File: src/rtl/pcie_msg_pkg.sv
// Shared types for the PCIe message assembler: fragment types, header layout,
// error codes and FSM state encoding.
package pcie_msg_pkg;

  // Fragment types carried in header bits [127:126]
  localparam logic [1:0] FT_M  = 2'b00;
  localparam logic [1:0] FT_L  = 2'b01;
  localparam logic [1:0] FT_S  = 2'b10;
  localparam logic [1:0] FT_SG = 2'b11;

  localparam logic [1:0] RESP_OKAY   = 2'b00;
  localparam logic [1:0] RESP_SLVERR = 2'b10;

  // Header beat layout in wdata[127:0], MSB first
  typedef struct packed {
    logic [1:0]   ftype;
    logic [1:0]   sn;
    logic [3:0]   tag;
    logic [119:0] tlp;
  } msg_hdr_t;

  typedef enum logic [2:0] {
    ERR_NONE         = 3'd0,
    ERR_BAD_TAG      = 3'd1,
    ERR_BAD_S_SN     = 3'd2,
    ERR_SEQ          = 3'd3,
    ERR_OVERFLOW     = 3'd4,
    ERR_LEN_MISMATCH = 3'd5
  } err_code_e;

  typedef enum logic [2:0] {
    ST_IDLE    = 3'd0,
    ST_HDR     = 3'd1,
    ST_PAYLOAD = 3'd2,
    ST_DRAIN   = 3'd3,
    ST_CPL     = 3'd4,
    ST_RESP    = 3'd5
  } state_e;

endpackage

File: src/rtl/pcie_msg_ctx_table.sv
// Per-tag assembly context: active flag, expected sequence number and write
// pointer. One combinational read port and one whole-entry update port.
module pcie_msg_ctx_table #(
  parameter int NUM_TAGS = 15,
  parameter int PTR_W    = 7
) (
  input  logic             clk_i,
  input  logic             rst_i,
  input  logic [3:0]       rd_tag_i,
  output logic             rd_active_o,
  output logic [1:0]       rd_sn_o,
  output logic [PTR_W-1:0] rd_ptr_o,
  input  logic             upd_en_i,
  input  logic [3:0]       upd_tag_i,
  input  logic             upd_active_i,
  input  logic [1:0]       upd_sn_i,
  input  logic [PTR_W-1:0] upd_ptr_i
);

  logic [NUM_TAGS-1:0]            active_q;
  logic [NUM_TAGS-1:0][1:0]       sn_q;
  logic [NUM_TAGS-1:0][PTR_W-1:0] ptr_q;

  // Entry update; tags outside the table match nothing and are dropped
  always_ff @(posedge clk_i) begin
    if (rst_i) begin
      active_q <= '0;
      sn_q     <= '0;
      ptr_q    <= '0;
    end else if (upd_en_i) begin
      for (int i = 0; i < NUM_TAGS; i++) begin
        if (upd_tag_i == 4'(i)) begin
          active_q[i] <= upd_active_i;
          sn_q[i]     <= upd_sn_i;
          ptr_q[i]    <= upd_ptr_i;
        end
      end
    end
  end

  // Read mux; an out-of-range tag reads as an empty, inactive context
  always_comb begin
    rd_active_o = 1'b0;
    rd_sn_o     = '0;
    rd_ptr_o    = '0;
    for (int i = 0; i < NUM_TAGS; i++) begin
      if (rd_tag_i == 4'(i)) begin
        rd_active_o = active_q[i];
        rd_sn_o     = sn_q[i];
        rd_ptr_o    = ptr_q[i];
      end
    end
  end

endmodule

File: src/rtl/pcie_msg_assembler.sv
// Assembles fragmented PCIe messages written over an AXI write slave into
// per-tag SRAM regions, reporting protocol errors and completed messages.
module pcie_msg_assembler
  import pcie_msg_pkg::*;
#(
  parameter int DATA_W         = 256,
  parameter int NUM_TAGS       = 15,
  parameter int MSG_BEATS_LOG2 = 6,
  parameter int LEN_W          = 8,
  localparam int SRAM_AW       = 4 + MSG_BEATS_LOG2,
  localparam int PTR_W         = MSG_BEATS_LOG2 + 1
) (
  input  logic               clk,
  input  logic               rst,
  input  logic               axi_awvalid,
  output logic               axi_awready,
  input  logic [63:0]        axi_awaddr,
  input  logic [LEN_W-1:0]   axi_awlen,
  input  logic               axi_wvalid,
  output logic               axi_wready,
  input  logic [DATA_W-1:0]  axi_wdata,
  input  logic               axi_wlast,
  output logic               axi_bvalid,
  input  logic               axi_bready,
  output logic [1:0]         axi_bresp,
  output logic               sram_wen,
  output logic [SRAM_AW-1:0] sram_waddr,
  output logic [DATA_W-1:0]  sram_wdata,
  output logic               cpl_valid,
  input  logic               cpl_ready,
  output logic [3:0]         cpl_tag,
  output logic [PTR_W-1:0]   cpl_len,
  output logic [127:0]       cpl_header,
  output logic               err_valid,
  output logic [2:0]         err_code
);

  localparam logic [4:0] NT5 = 5'(NUM_TAGS);

  state_e               state_q, state_d;
  logic                 init_q;
  logic [LEN_W-1:0]     awlen_q, awlen_d;
  logic [LEN_W:0]       cnt_q, cnt_d;
  msg_hdr_t             hdr_q, hdr_d;
  logic [PTR_W-1:0]     ptr_q, ptr_d;
  logic [1:0]           bresp_q, bresp_d;
  logic                 err_valid_q, err_valid_d;
  err_code_e            err_code_q, err_code_d;
  logic [3:0]           cpl_tag_q, cpl_tag_d;
  logic [PTR_W-1:0]     cpl_len_q, cpl_len_d;
  logic [127:0]         cpl_hdr_q, cpl_hdr_d;
  logic                 sram_wen_q, sram_wen_d;
  logic [SRAM_AW-1:0]   sram_waddr_q, sram_waddr_d;
  logic [DATA_W-1:0]    sram_wdata_q, sram_wdata_d;

  logic [3:0]           rd_tag;
  logic                 rd_active;
  logic [1:0]           rd_sn;
  logic [PTR_W-1:0]     rd_ptr;
  logic                 upd_en;
  logic [3:0]           upd_tag;
  logic                 upd_active;
  logic [1:0]           upd_sn;
  logic [PTR_W-1:0]     upd_ptr;

  msg_hdr_t             in_hdr, cur_hdr;
  logic [PTR_W-1:0]     cur_ptr;
  logic [LEN_W:0]       cur_cnt;
  logic                 end_fire;
  logic                 tag_ok_in;
  logic                 w_hs;
  err_code_e            hdr_err;

  // Placement is purely tag-based, so the AXI address is not needed
  logic unused_awaddr;
  assign unused_awaddr = ^axi_awaddr;

  assign in_hdr = msg_hdr_t'(axi_wdata[127:0]);
  assign rd_tag = in_hdr.tag;
  assign w_hs   = axi_wvalid && axi_wready;

  pcie_msg_ctx_table #(
    .NUM_TAGS (NUM_TAGS),
    .PTR_W    (PTR_W)
  ) u_ctx (
    .clk_i        (clk),
    .rst_i        (rst),
    .rd_tag_i     (rd_tag),
    .rd_active_o  (rd_active),
    .rd_sn_o      (rd_sn),
    .rd_ptr_o     (rd_ptr),
    .upd_en_i     (upd_en),
    .upd_tag_i    (upd_tag),
    .upd_active_i (upd_active),
    .upd_sn_i     (upd_sn),
    .upd_ptr_i    (upd_ptr)
  );

  // State register; init_q keeps awready low until the first cycle out of reset
  always_ff @(posedge clk) begin
    if (rst) begin
      state_q <= ST_IDLE;
      init_q  <= 1'b0;
    end else begin
      state_q <= state_d;
      init_q  <= 1'b1;
    end
  end

  // Header checks against the addressed context, evaluated on the live beat
  always_comb begin
    tag_ok_in = {1'b0, in_hdr.tag} < NT5;
    hdr_err   = ERR_NONE;
    if (!tag_ok_in)
      hdr_err = ERR_BAD_TAG;
    else if (in_hdr.ftype == FT_S && in_hdr.sn != 2'd0)
      hdr_err = ERR_BAD_S_SN;
    else if ((in_hdr.ftype == FT_M || in_hdr.ftype == FT_L) &&
             (!rd_active || in_hdr.sn != rd_sn))
      hdr_err = ERR_SEQ;
  end

  // Next-state and datapath next values; fragment end is resolved in one place
  always_comb begin
    state_d      = state_q;
    awlen_d      = awlen_q;
    hdr_d        = hdr_q;
    bresp_d      = bresp_q;
    err_valid_d  = 1'b0;
    err_code_d   = err_code_q;
    cpl_tag_d    = cpl_tag_q;
    cpl_len_d    = cpl_len_q;
    cpl_hdr_d    = cpl_hdr_q;
    sram_wen_d   = 1'b0;
    sram_waddr_d = sram_waddr_q;
    sram_wdata_d = sram_wdata_q;
    upd_en       = 1'b0;
    upd_tag      = hdr_q.tag;
    upd_active   = 1'b0;
    upd_sn       = 2'd0;
    upd_ptr      = '0;
    cur_hdr      = hdr_q;
    cur_ptr      = ptr_q;
    cur_cnt      = cnt_q;
    end_fire     = 1'b0;

    case (state_q)
      ST_IDLE: begin
        if (axi_awvalid && axi_awready) begin
          awlen_d = axi_awlen;
          state_d = ST_HDR;
        end
      end
      ST_HDR: begin
        if (w_hs) begin
          hdr_d = in_hdr;
          if (hdr_err != ERR_NONE) begin
            err_valid_d = 1'b1;
            err_code_d  = hdr_err;
            bresp_d     = RESP_SLVERR;
            upd_en      = tag_ok_in;
            upd_tag     = in_hdr.tag;
            state_d     = axi_wlast ? ST_RESP : ST_DRAIN;
          end else begin
            cur_hdr = in_hdr;
            cur_cnt = (LEN_W+1)'(1);
            cur_ptr = (in_hdr.ftype == FT_S || in_hdr.ftype == FT_SG) ? '0 : rd_ptr;
            if (axi_wlast) end_fire = 1'b1;
            else           state_d  = ST_PAYLOAD;
          end
        end
      end
      ST_PAYLOAD: begin
        if (w_hs) begin
          cur_cnt = cnt_q + 1'b1;
          // ptr MSB set means the region is full and this beat has nowhere to go
          if (ptr_q[PTR_W-1]) begin
            err_valid_d = 1'b1;
            err_code_d  = ERR_OVERFLOW;
            bresp_d     = RESP_SLVERR;
            upd_en      = 1'b1;
            state_d     = axi_wlast ? ST_RESP : ST_DRAIN;
          end else begin
            sram_wen_d   = 1'b1;
            sram_waddr_d = {hdr_q.tag, ptr_q[MSG_BEATS_LOG2-1:0]};
            sram_wdata_d = axi_wdata;
            cur_ptr      = ptr_q + 1'b1;
            if (axi_wlast) end_fire = 1'b1;
          end
        end
      end
      ST_DRAIN: begin
        if (w_hs && axi_wlast) state_d = ST_RESP;
      end
      ST_CPL: begin
        if (cpl_ready) begin
          upd_en  = 1'b1;
          upd_tag = cpl_tag_q;
          bresp_d = RESP_OKAY;
          state_d = ST_RESP;
        end
      end
      ST_RESP: begin
        if (axi_bready) state_d = ST_IDLE;
      end
      default: state_d = ST_IDLE;
    endcase

    if (end_fire) begin
      upd_en  = 1'b1;
      upd_tag = cur_hdr.tag;
      if (cur_cnt != {1'b0, awlen_q} + 1'b1) begin
        err_valid_d = 1'b1;
        err_code_d  = ERR_LEN_MISMATCH;
        bresp_d     = RESP_SLVERR;
        state_d     = ST_RESP;
      end else if (cur_hdr.ftype == FT_S || cur_hdr.ftype == FT_M) begin
        upd_active = 1'b1;
        upd_sn     = cur_hdr.sn + 2'd1;
        upd_ptr    = cur_ptr;
        bresp_d    = RESP_OKAY;
        state_d    = ST_RESP;
      end else begin
        // Context is released only once the consumer takes the descriptor
        upd_en    = 1'b0;
        cpl_tag_d = cur_hdr.tag;
        cpl_len_d = cur_ptr;
        cpl_hdr_d = cur_hdr;
        state_d   = ST_CPL;
      end
    end

    ptr_d = cur_ptr;
    cnt_d = cur_cnt;
  end

  // Handshake outputs decoded from registered state
  always_comb begin
    axi_awready = (state_q == ST_IDLE) && init_q;
    axi_wready  = (state_q == ST_HDR) || (state_q == ST_PAYLOAD) || (state_q == ST_DRAIN);
    axi_bvalid  = (state_q == ST_RESP);
    cpl_valid   = (state_q == ST_CPL);
  end

  // Datapath registers, including the registered SRAM write port
  always_ff @(posedge clk) begin
    if (rst) begin
      awlen_q      <= '0;
      cnt_q        <= '0;
      hdr_q        <= '0;
      ptr_q        <= '0;
      bresp_q      <= RESP_OKAY;
      err_valid_q  <= 1'b0;
      err_code_q   <= ERR_NONE;
      cpl_tag_q    <= '0;
      cpl_len_q    <= '0;
      cpl_hdr_q    <= '0;
      sram_wen_q   <= 1'b0;
      sram_waddr_q <= '0;
      sram_wdata_q <= '0;
    end else begin
      awlen_q      <= awlen_d;
      cnt_q        <= cnt_d;
      hdr_q        <= hdr_d;
      ptr_q        <= ptr_d;
      bresp_q      <= bresp_d;
      err_valid_q  <= err_valid_d;
      err_code_q   <= err_code_d;
      cpl_tag_q    <= cpl_tag_d;
      cpl_len_q    <= cpl_len_d;
      cpl_hdr_q    <= cpl_hdr_d;
      sram_wen_q   <= sram_wen_d;
      sram_waddr_q <= sram_waddr_d;
      sram_wdata_q <= sram_wdata_d;
    end
  end

  assign axi_bresp  = bresp_q;
  assign sram_wen   = sram_wen_q;
  assign sram_waddr = sram_waddr_q;
  assign sram_wdata = sram_wdata_q;
  assign cpl_tag    = cpl_tag_q;
  assign cpl_len    = cpl_len_q;
  assign cpl_header = cpl_hdr_q;
  assign err_valid  = err_valid_q;
  assign err_code   = err_code_q;

endmodule

File: config.mk
export PLATFORM = sky130hd
export DESIGN_NAME = pcie_msg_assembler
export DESIGN_NICKNAME = d
export VERILOG_FILES = /design/src/rtl/pcie_msg_pkg.sv /design/src/rtl/pcie_msg_ctx_table.sv /design/src/rtl/pcie_msg_assembler.sv
export SDC_FILE = /design/constraint.sdc
export NUM_CORES = 2
export LEC_CHECK = 0
export ABC_AREA = 1
export ABC_CLOCK_PERIOD_IN_PS = 9400
export BUFFER_PORTS_ARGS = -buffer_cell sky130_fd_sc_hd__buf_2
export CORE_AREA = 4 4 293 295
export CTS_BUF_LIST = sky130_fd_sc_hd__clkbuf_16
export DETAILED_ROUTE_END_ITERATION = 12
export DIE_AREA = 0 0 297 299
export PLACE_DENSITY = 0.69
export SLEW_MARGIN = 40
export SYNTH_ARGS = -nofsm -noshare
export SYNTH_HDL_FRONTEND = slang
export SYNTH_SLANG_ARGS = --single-unit
File: constraint.sdc
create_clock -name clk -period 9.4 [get_ports clk]
set_clock_uncertainty 0.2 [all_clocks]
set_input_delay 0 -clock clk [delete_from_list [all_inputs] [get_ports clk]]
set_output_delay 0 -clock clk [all_outputs]
set_load 0.1 [all_outputs]
## Word-level counts from Yosys, hierarchy flattened

Index checks and enable logic that the tools add are counted.

- Bits in registers: 718

- Order comparisons: 1
- Multiplexer cells: 126
- Reduce and logical (&&, ||, !) cells: 41
- Add/sub/neg operators: 4
- Bitwise logic cells: 5
- Equal/unequal tests: 47

Operators by type and width:

| operator | number |
|---|---|
| $mux 128 | 3 |
| $mux 7 | 23 |
| $mux 2 | 29 |
| $eq 4x4->1 const B | 14 |
| $mux 3 | 17 |
| $mux 1 | 38 |
| $reduce_and 2->1 | 17 |
| $eq 4x3->1 const B | 8 |
| $mux 9 | 3 |
| $pmux 3 s6 | 1 |
| $pmux 9 s2 | 1 |
| $eq 4x2->1 const B | 4 |
| $mux 4 | 4 |
| $ne 3x3->1 const B | 5 |
| $pmux 7 s2 | 1 |
| $add 8x1->9 const B | 1 |
| $add 9x1->9 const B | 1 |
| $ne 9x9->1 | 1 |
| $eq 4x1->1 const B | 2 |
| $logic_not 4->1 | 2 |
| $pmux 4 s2 | 1 |
| $reduce_and 8->1 | 1 |
| $add 7x1->7 const B | 1 |
| $eq 2x2->1 const B | 3 |
| other kinds (23) | 43 |

## Depth between registers and ports, before layout

- Word-level depth: 32
- Gate-level depth with buffers: 36
- Mapped depth without buffers: 33

## Cells and area by module

From an unflattened synthesis, not the netlist that was laid out.

- Cell total of the unflattened synthesis: 4370
- Area total of the unflattened synthesis: 29649.7 sq um

By module, submodules not included:

| module | cells an instance | seq. area each (sq um) | area each (sq um) | times used |
|---|---|---|---|---|
| pcie_msg_assembler | 3403 | 11290.8 | 23073.4 | 1 |
| pcie_msg_ctx_table | 967 | 3002.9 | 6576.3 | 1 |

## Least setup slack after synthesis

OpenSTA, ideal clock, no wires.

- Path type: register to register
- Start: register state_q[1]
- End: register u_ctx.ptr_q[24] in the netlist's numbering
- Cell stages (with the launch flop): 26
- Setup slack: 4.805 ns
- Required time: 9.087 ns
- Arrival time: 4.282 ns
- Setup time: 0.113 ns
- Path buffers: 2
- Clock period less this slack: 4.595 ns
- Cells stage by stage: dfxtp_1 nor2_1 nor2_1 nand2_1 inv_1 nand2_1 nor2_1 nand3_1 nor2_1 nand4_1 o21ai_0 nand2_1 nand2_1 nand2_1 nor2_1 nand3_1 nor2_1 nand2_2 nand2_4 nand3_4 buf_6 nand2_2 buf_4 nand2_1 nand2_1 nor2_1

- Longest elaborated chain between the ends: 12

RTL lines:

| element | RTL line | text |
|---|---|---|
| start: declaration | pcie_msg_assembler.sv:40 | `state_e state_q, state_d;` |
| start signal: assignment | pcie_msg_assembler.sv:105 | `state_q <= state_d;` |
| $eq 3x1->1 / $eq 3x2->1 (equally long branches) | pcie_msg_assembler.sv:240 | `axi_wready = (state_q == ST_HDR) \|\| (state_q == ST_PAYLOAD) \|\| (state_q == ST_DRAIN);` |
| $logic_or 1x1->1 | pcie_msg_assembler.sv:240 |  |
| $logic_or 1x1->1 * | pcie_msg_assembler.sv:240 |  |
| via axi_wready | pcie_msg_assembler.sv:20 | `output logic axi_wready,` |
| $logic_and 1x1->1 * | pcie_msg_assembler.sv:80 | `assign w_hs = axi_wvalid && axi_wready;` |
| $mux 128 | pcie_msg_assembler.sv:155 | `if (w_hs) begin` |
| $mux 128 | pcie_msg_assembler.sv:147 | `case (state_q)` |
| $eq 2x2->1 / $logic_not 2->1 (equally long branches) | pcie_msg_assembler.sv:217 | `end else if (cur_hdr.ftype == FT_S \|\| cur_hdr.ftype == FT_M) begin` |
| $logic_or 1x1->1 | pcie_msg_assembler.sv:217 |  |
| $mux 1 | pcie_msg_assembler.sv:217 |  |
| $mux 1 | pcie_msg_assembler.sv:212 | `if (cur_cnt != {1'b0, awlen_q} + 1'b1) begin` |
| $mux 1 | pcie_msg_assembler.sv:209 | `if (end_fire) begin` |
| $reduce_and 2->1 (no line) | - |  |
| end signal: indexed assignment | pcie_msg_ctx_table.sv:35 | `ptr_q[i] <= upd_ptr_i;` |
| end: declaration | pcie_msg_ctx_table.sv:22 | `logic [NUM_TAGS-1:0][PTR_W-1:0] ptr_q;` |

The timed path passes the listed nets; every way through them passes the cells marked *.
A chain may end at the register's enable or synchronous reset.

## Worst setup path after layout

- Start: input port axi_wdata[122]
- End: register cpl_hdr_q[5] (netlist: cpl_header[5])

- Longest elaborated chain between the ends: 30

RTL lines:

| element | RTL line | text |
|---|---|---|
| start: declaration | pcie_msg_assembler.sv:21 | `input logic [DATA_W-1:0] axi_wdata,` |
| $logic_not 4->1 | pcie_msg_ctx_table.sv:47 | `if (rd_tag_i == 4'(i)) begin` |
| $mux 2 / $mux 1 (equally long branches) (15 in a row) | pcie_msg_ctx_table.sv:47 |  |
| $ne 2x2->1 / $logic_not 1->1 (equally long branches) | pcie_msg_assembler.sv:119 | `(!rd_active \|\| in_hdr.sn != rd_sn))` |
| $logic_or 1x1->1 | pcie_msg_assembler.sv:119 |  |
| $logic_and 1x1->1 | pcie_msg_assembler.sv:118 | `else if ((in_hdr.ftype == FT_M \|\| in_hdr.ftype == FT_L) &&` |
| $mux 2 | pcie_msg_assembler.sv:118 |  |
| $mux 2 | pcie_msg_assembler.sv:116 | `else if (in_hdr.ftype == FT_S && in_hdr.sn != 2'd0)` |
| $mux 2 * | pcie_msg_assembler.sv:114 | `if (!tag_ok_in)` |
| $reduce_bool 3->1 * | pcie_msg_assembler.sv:157 | `if (hdr_err != ERR_NONE) begin` |
| branches (longest 7 deep; another with $mux 9) | - |  |
| end signal: assignment | pcie_msg_assembler.sv:271 | `cpl_hdr_q <= cpl_hdr_d;` |
| end: declaration | pcie_msg_assembler.sv:51 | `logic [127:0] cpl_hdr_q, cpl_hdr_d;` |

Mark *: on every way between the ends.

==> metrics.yaml <==
power:
  power_report.internal_total_w: 0.00579
  power_density_nw_per_um2: 214
  peakVddDrop_v: 0.000166
  total_leakage_power_nw: 19.5
  p_comb_frac: 0.265
  switching_share: 0.363
  sequentialPowerShare: 0.373
  p_switching_w: 0.00329
  power.share.clock: 0.362
synthesis:
  synthesis.instances: 4307
  synth.top_cells.by_area: "sky130_fd_sc_hd__dfxtp_1, sky130_fd_sc_hd__nand2_1, sky130_fd_sc_hd__nor2_1, sky130_fd_sc_hd__a21oi_1, sky130_fd_sc_hd__o21ai_0"
  postSynthRegisterBits: 714
  mappedNetlistArea_sq_um: 30100
  distinct_cell_type_count_after_synthesis: 49
  ys.flop_type: "sky130_fd_sc_hd__dfxtp_1"
  async_flop_share: 0
  yosys_warnings: 0
  ys_top_cells_by_count: "sky130_fd_sc_hd__nand2_1, sky130_fd_sc_hd__dfxtp_1, sky130_fd_sc_hd__nor2_1"
  synth.avg_cell_area_sq_um: 6.98
  post-synth-top-count-cell: "sky130_fd_sc_hd__nand2_1"
  synth.largest_area_cell: "sky130_fd_sc_hd__dfxtp_1"
  top_cell_type_s_share_of_synthesized_area: 0.475
  synth_sequential_area_ratio: 0.475
  syn-num-nets: 4645
  synth_edf_count: 0
sta:
  fmaxAchievable_mhz: 171
  final-setup-viol-count: 0
  final.min_clock_period_ps: 5850
  fin_tns_setup_ps: 0
  final_slew_violations: 0
  timing.final.crit_share: 0.623
  unrepaired_setup_endpoints_after_global_routing: "no"
  slew_at_the_pin_closest_to_its_max_slew_limit_ps: 891
  slew-limit-headroom: 0.406
  setup_ws_ps: 3550
  finalHoldViolations: 0
floorplan:
  core_rows: 106
  die_x_um: 297
  floorplan.die.height_um: 299
  initial_utilization: 0.362
  fp.dieArea_sq_um: 88800
  number_of_top_level_pins: 751
  core_region_area_sq_um: 83200
global_routing:
  grt_overflow_total: 0
  grt_pass1_vias: 32600
  global_routing_usage_summed_across_all_routing_layers: 0.274
  initial_antenna_violation_count: 16
  largest_net_degree_at_the_start_of_global_routing: 137
  grt_pass1_wl_um: 194000
routing:
  vias_per_cell: 5.28
  initialDrtViolationCount: 4267
  detail_route.wirelength.met1_um: 49400
  met2_wirelength_um: 56200
  detail_route.drc_violations: 0
  totalWireLength_um: 129000
  route.top_layer_used: "met5"
  ant_nets: 0
  num_vias: 34500
  detail_route.first_pass.iterations: 7
  met3_length_um: 14100
  routedWlPerCell_um: 19.7
clocking:
  cts_root_buffer: "sky130_fd_sc_hd__clkbuf_16"
  clk_transition_reported_paths_ps: 70
  cts.htree.levels: 3
  worstSkewPairLatency_ps: 650
  clk_path_buf_depth: 3
  cts_repair_resize_count: 0
  cts_tree: "yes"
  cts.sink_count: 714
  post-cts-setup-buffer-count: 0
  cts-buffers-inserted: 79
cells_and_area:
  instances_no_fill: 6538
  multiInputGateArea_sq_um: 13300
  area.growth.synth_to_final_pct: 41.3
  regArea_sq_um: 14300
  postLayoutCoreUtil: 0.511
  finalInstanceArea_sq_um: 42500
  nFillCells: 7533
  fraction_of_final_layout_cells_with_drive_strength_greater_than_1: 0.166
  num-nets-final: 5720
placed_design:
  dpl.hpwl_um: 77200
  post_place_setup_slack_ps: 3700
  dpl-instance-area_sq_um: 33900
  io_buffers: 686
  final_estimated_routing_congestion_in_global_placement: 0.909
  place_inst: 5798
setup_path:
  timing.critical_path.fanout_max: 99
  max_stage_delay_ps: 590
  critical_path.endpoint_type: "flop"
  critPathArrivalTime_ps: 6230
  critical-path-top-cell-by-count: "sky130_fd_sc_hd__nand2_1"
  worst_path_max_delay_cell: "sky130_fd_sc_hd__buf_4"
  worst_ep_required_time_ps: 9780
  crit-reg2reg-launch: "u_ctx.sn_q[0]$_SDFFE_PP0P_"
  startpoint: "axi_wdata[122]"
  critical_path_start_type: "primary input"
  crit_type: "in2reg"
hold_path:
  launch_point_of_the_worst_hold_path: "axi_wdata[236]"
  hold_removal_path_class: "in2reg"
run:
  drv_cap: 0
outcome:
  outcome: "finished, final reports clean"
-- critical path, delay by kind of cell --
family	cells	cell delay [ps]
AO/OA/AOI/OAI	2	450
AND/OR/NAND/NOR	23	3100
buffers and inverters	7	2510
-- flip-flops by register name, indices dropped and copies added (netlist names), 7 cells and up --
name and count:
ptr_q 7, sram_wdata 256, u_ctx.ptr_q 105, cpl_len 7, cpl_header 125, awlen_q 8, u_ctx.sn_q 30, u_ctx.active_q 15
cnt_q 9, hdr_q 128, sram_waddr 10
-- cell usage in the layout (no fill, tap or decap), types with 3 or more instances in the layout --
master and n:
sky130_fd_sc_hd__ha_1 3, sky130_fd_sc_hd__a21oi_1 444, sky130_fd_sc_hd__nand4_1 28, sky130_fd_sc_hd__inv_1 303, sky130_fd_sc_hd__diode_2 11, sky130_fd_sc_hd__a22oi_1 5, sky130_fd_sc_hd__nor2_2 16, sky130_fd_sc_hd__o22ai_1 9
sky130_fd_sc_hd__inv_6 6, sky130_fd_sc_hd__nand2_1 915, sky130_fd_sc_hd__clkinv_1 20, sky130_fd_sc_hd__nor3_1 7, sky130_fd_sc_hd__o2111ai_1 4, sky130_fd_sc_hd__o221ai_1 6, sky130_fd_sc_hd__bufinv_16 13, sky130_fd_sc_hd__xor2_1 6
sky130_fd_sc_hd__nor2_1 691, sky130_fd_sc_hd__a31oi_1 3, sky130_fd_sc_hd__clkinv_2 11, sky130_fd_sc_hd__nand2_2 17, sky130_fd_sc_hd__dlygate4sd3_1 583, sky130_fd_sc_hd__nand3b_1 5, sky130_fd_sc_hd__buf_6 9, sky130_fd_sc_hd__a221oi_1 3
sky130_fd_sc_hd__buf_4 19, sky130_fd_sc_hd__o21ai_1 7, sky130_fd_sc_hd__o21ai_0 391, sky130_fd_sc_hd__inv_2 13, sky130_fd_sc_hd__nand3_1 363, sky130_fd_sc_hd__nor2_4 8, sky130_fd_sc_hd__buf_2 684, sky130_fd_sc_hd__clkbuf_16 79
sky130_fd_sc_hd__dfxtp_1 714, sky130_fd_sc_hd__nand2_4 4, sky130_fd_sc_hd__o211ai_1 16, sky130_fd_sc_hd__o21a_1 4, sky130_fd_sc_hd__clkinvlp_4 3
-- layer usage --
layer,global-route usage,vias up
met2,0.423,2001
met4,0.176,6
met5,0,-
met3,0.0877,608
li1,-,16100
met1,0.330,15800
-- stage by stage --
step / hold slack [ps] / total power [W]
2_1_floorplan: -65.1 / 0.00501
3_3_place_gp: 59.4 / 0.00552
3_5_place_dp: 65.0 / 0.00554
4_1_cts: 0.00372 / 0.00901
5_1_grt: 20.2 / 0.00942
6_report: 33.0 / 0.00908
-- final cells by class --
class                      count  area share
inverter                     310      0.0279
antenna                       11    0.000648
timing repair buffer        1299       0.225
clock buffer                  79      0.0465
multi-input combinational   2978       0.314
clock inverter                67      0.0176
sequential                   714       0.336
tap                         1080      0.0318
-- final timing paths --
check                            endpoint  slack [ps]  depth (start not counted)
min reg2reg        hdr_q[80]$_SDFFE_PP0P_         250                          2
max reg2reg    cpl_header[5]$_SDFFE_PP0P_        4020                         28
min          sram_wdata[236]$_SDFFE_PP0P_          30                          4
max            cpl_header[5]$_SDFFE_PP0P_        3550                         32
-- kinds of logic after synthesis --
logic type      count (synthesis)  synth area share
compound gates                901             0.156
xor+xnor                        7           0.00204
fa+ha+maj                       3           0.00125
flops                         714             0.475
buf+inv                       615            0.0817
simple gates                 2067             0.284
-- what timing repair did --
action                     4_1_cts  5_1_grt
hold buffers                   583        0
setup endpoints to repair        0        0
hold endpoints to repair       532        0
-- power groups by stage --
stage	Sequential (W)	Clock (W)	Combinational, W
2_1_floorplan	0.00402	0	0.000998
3_3_place_gp	0.00343	0	0.00208
5_1_grt	0.00340	0.00345	0.00256
6_report	0.00339	0.00329	0.00241
4_1_cts	0.00337	0.00331	0.00233
3_5_place_dp	0.00344	0	0.00211
No activity file was read; power rests on OpenSTA's default activity.
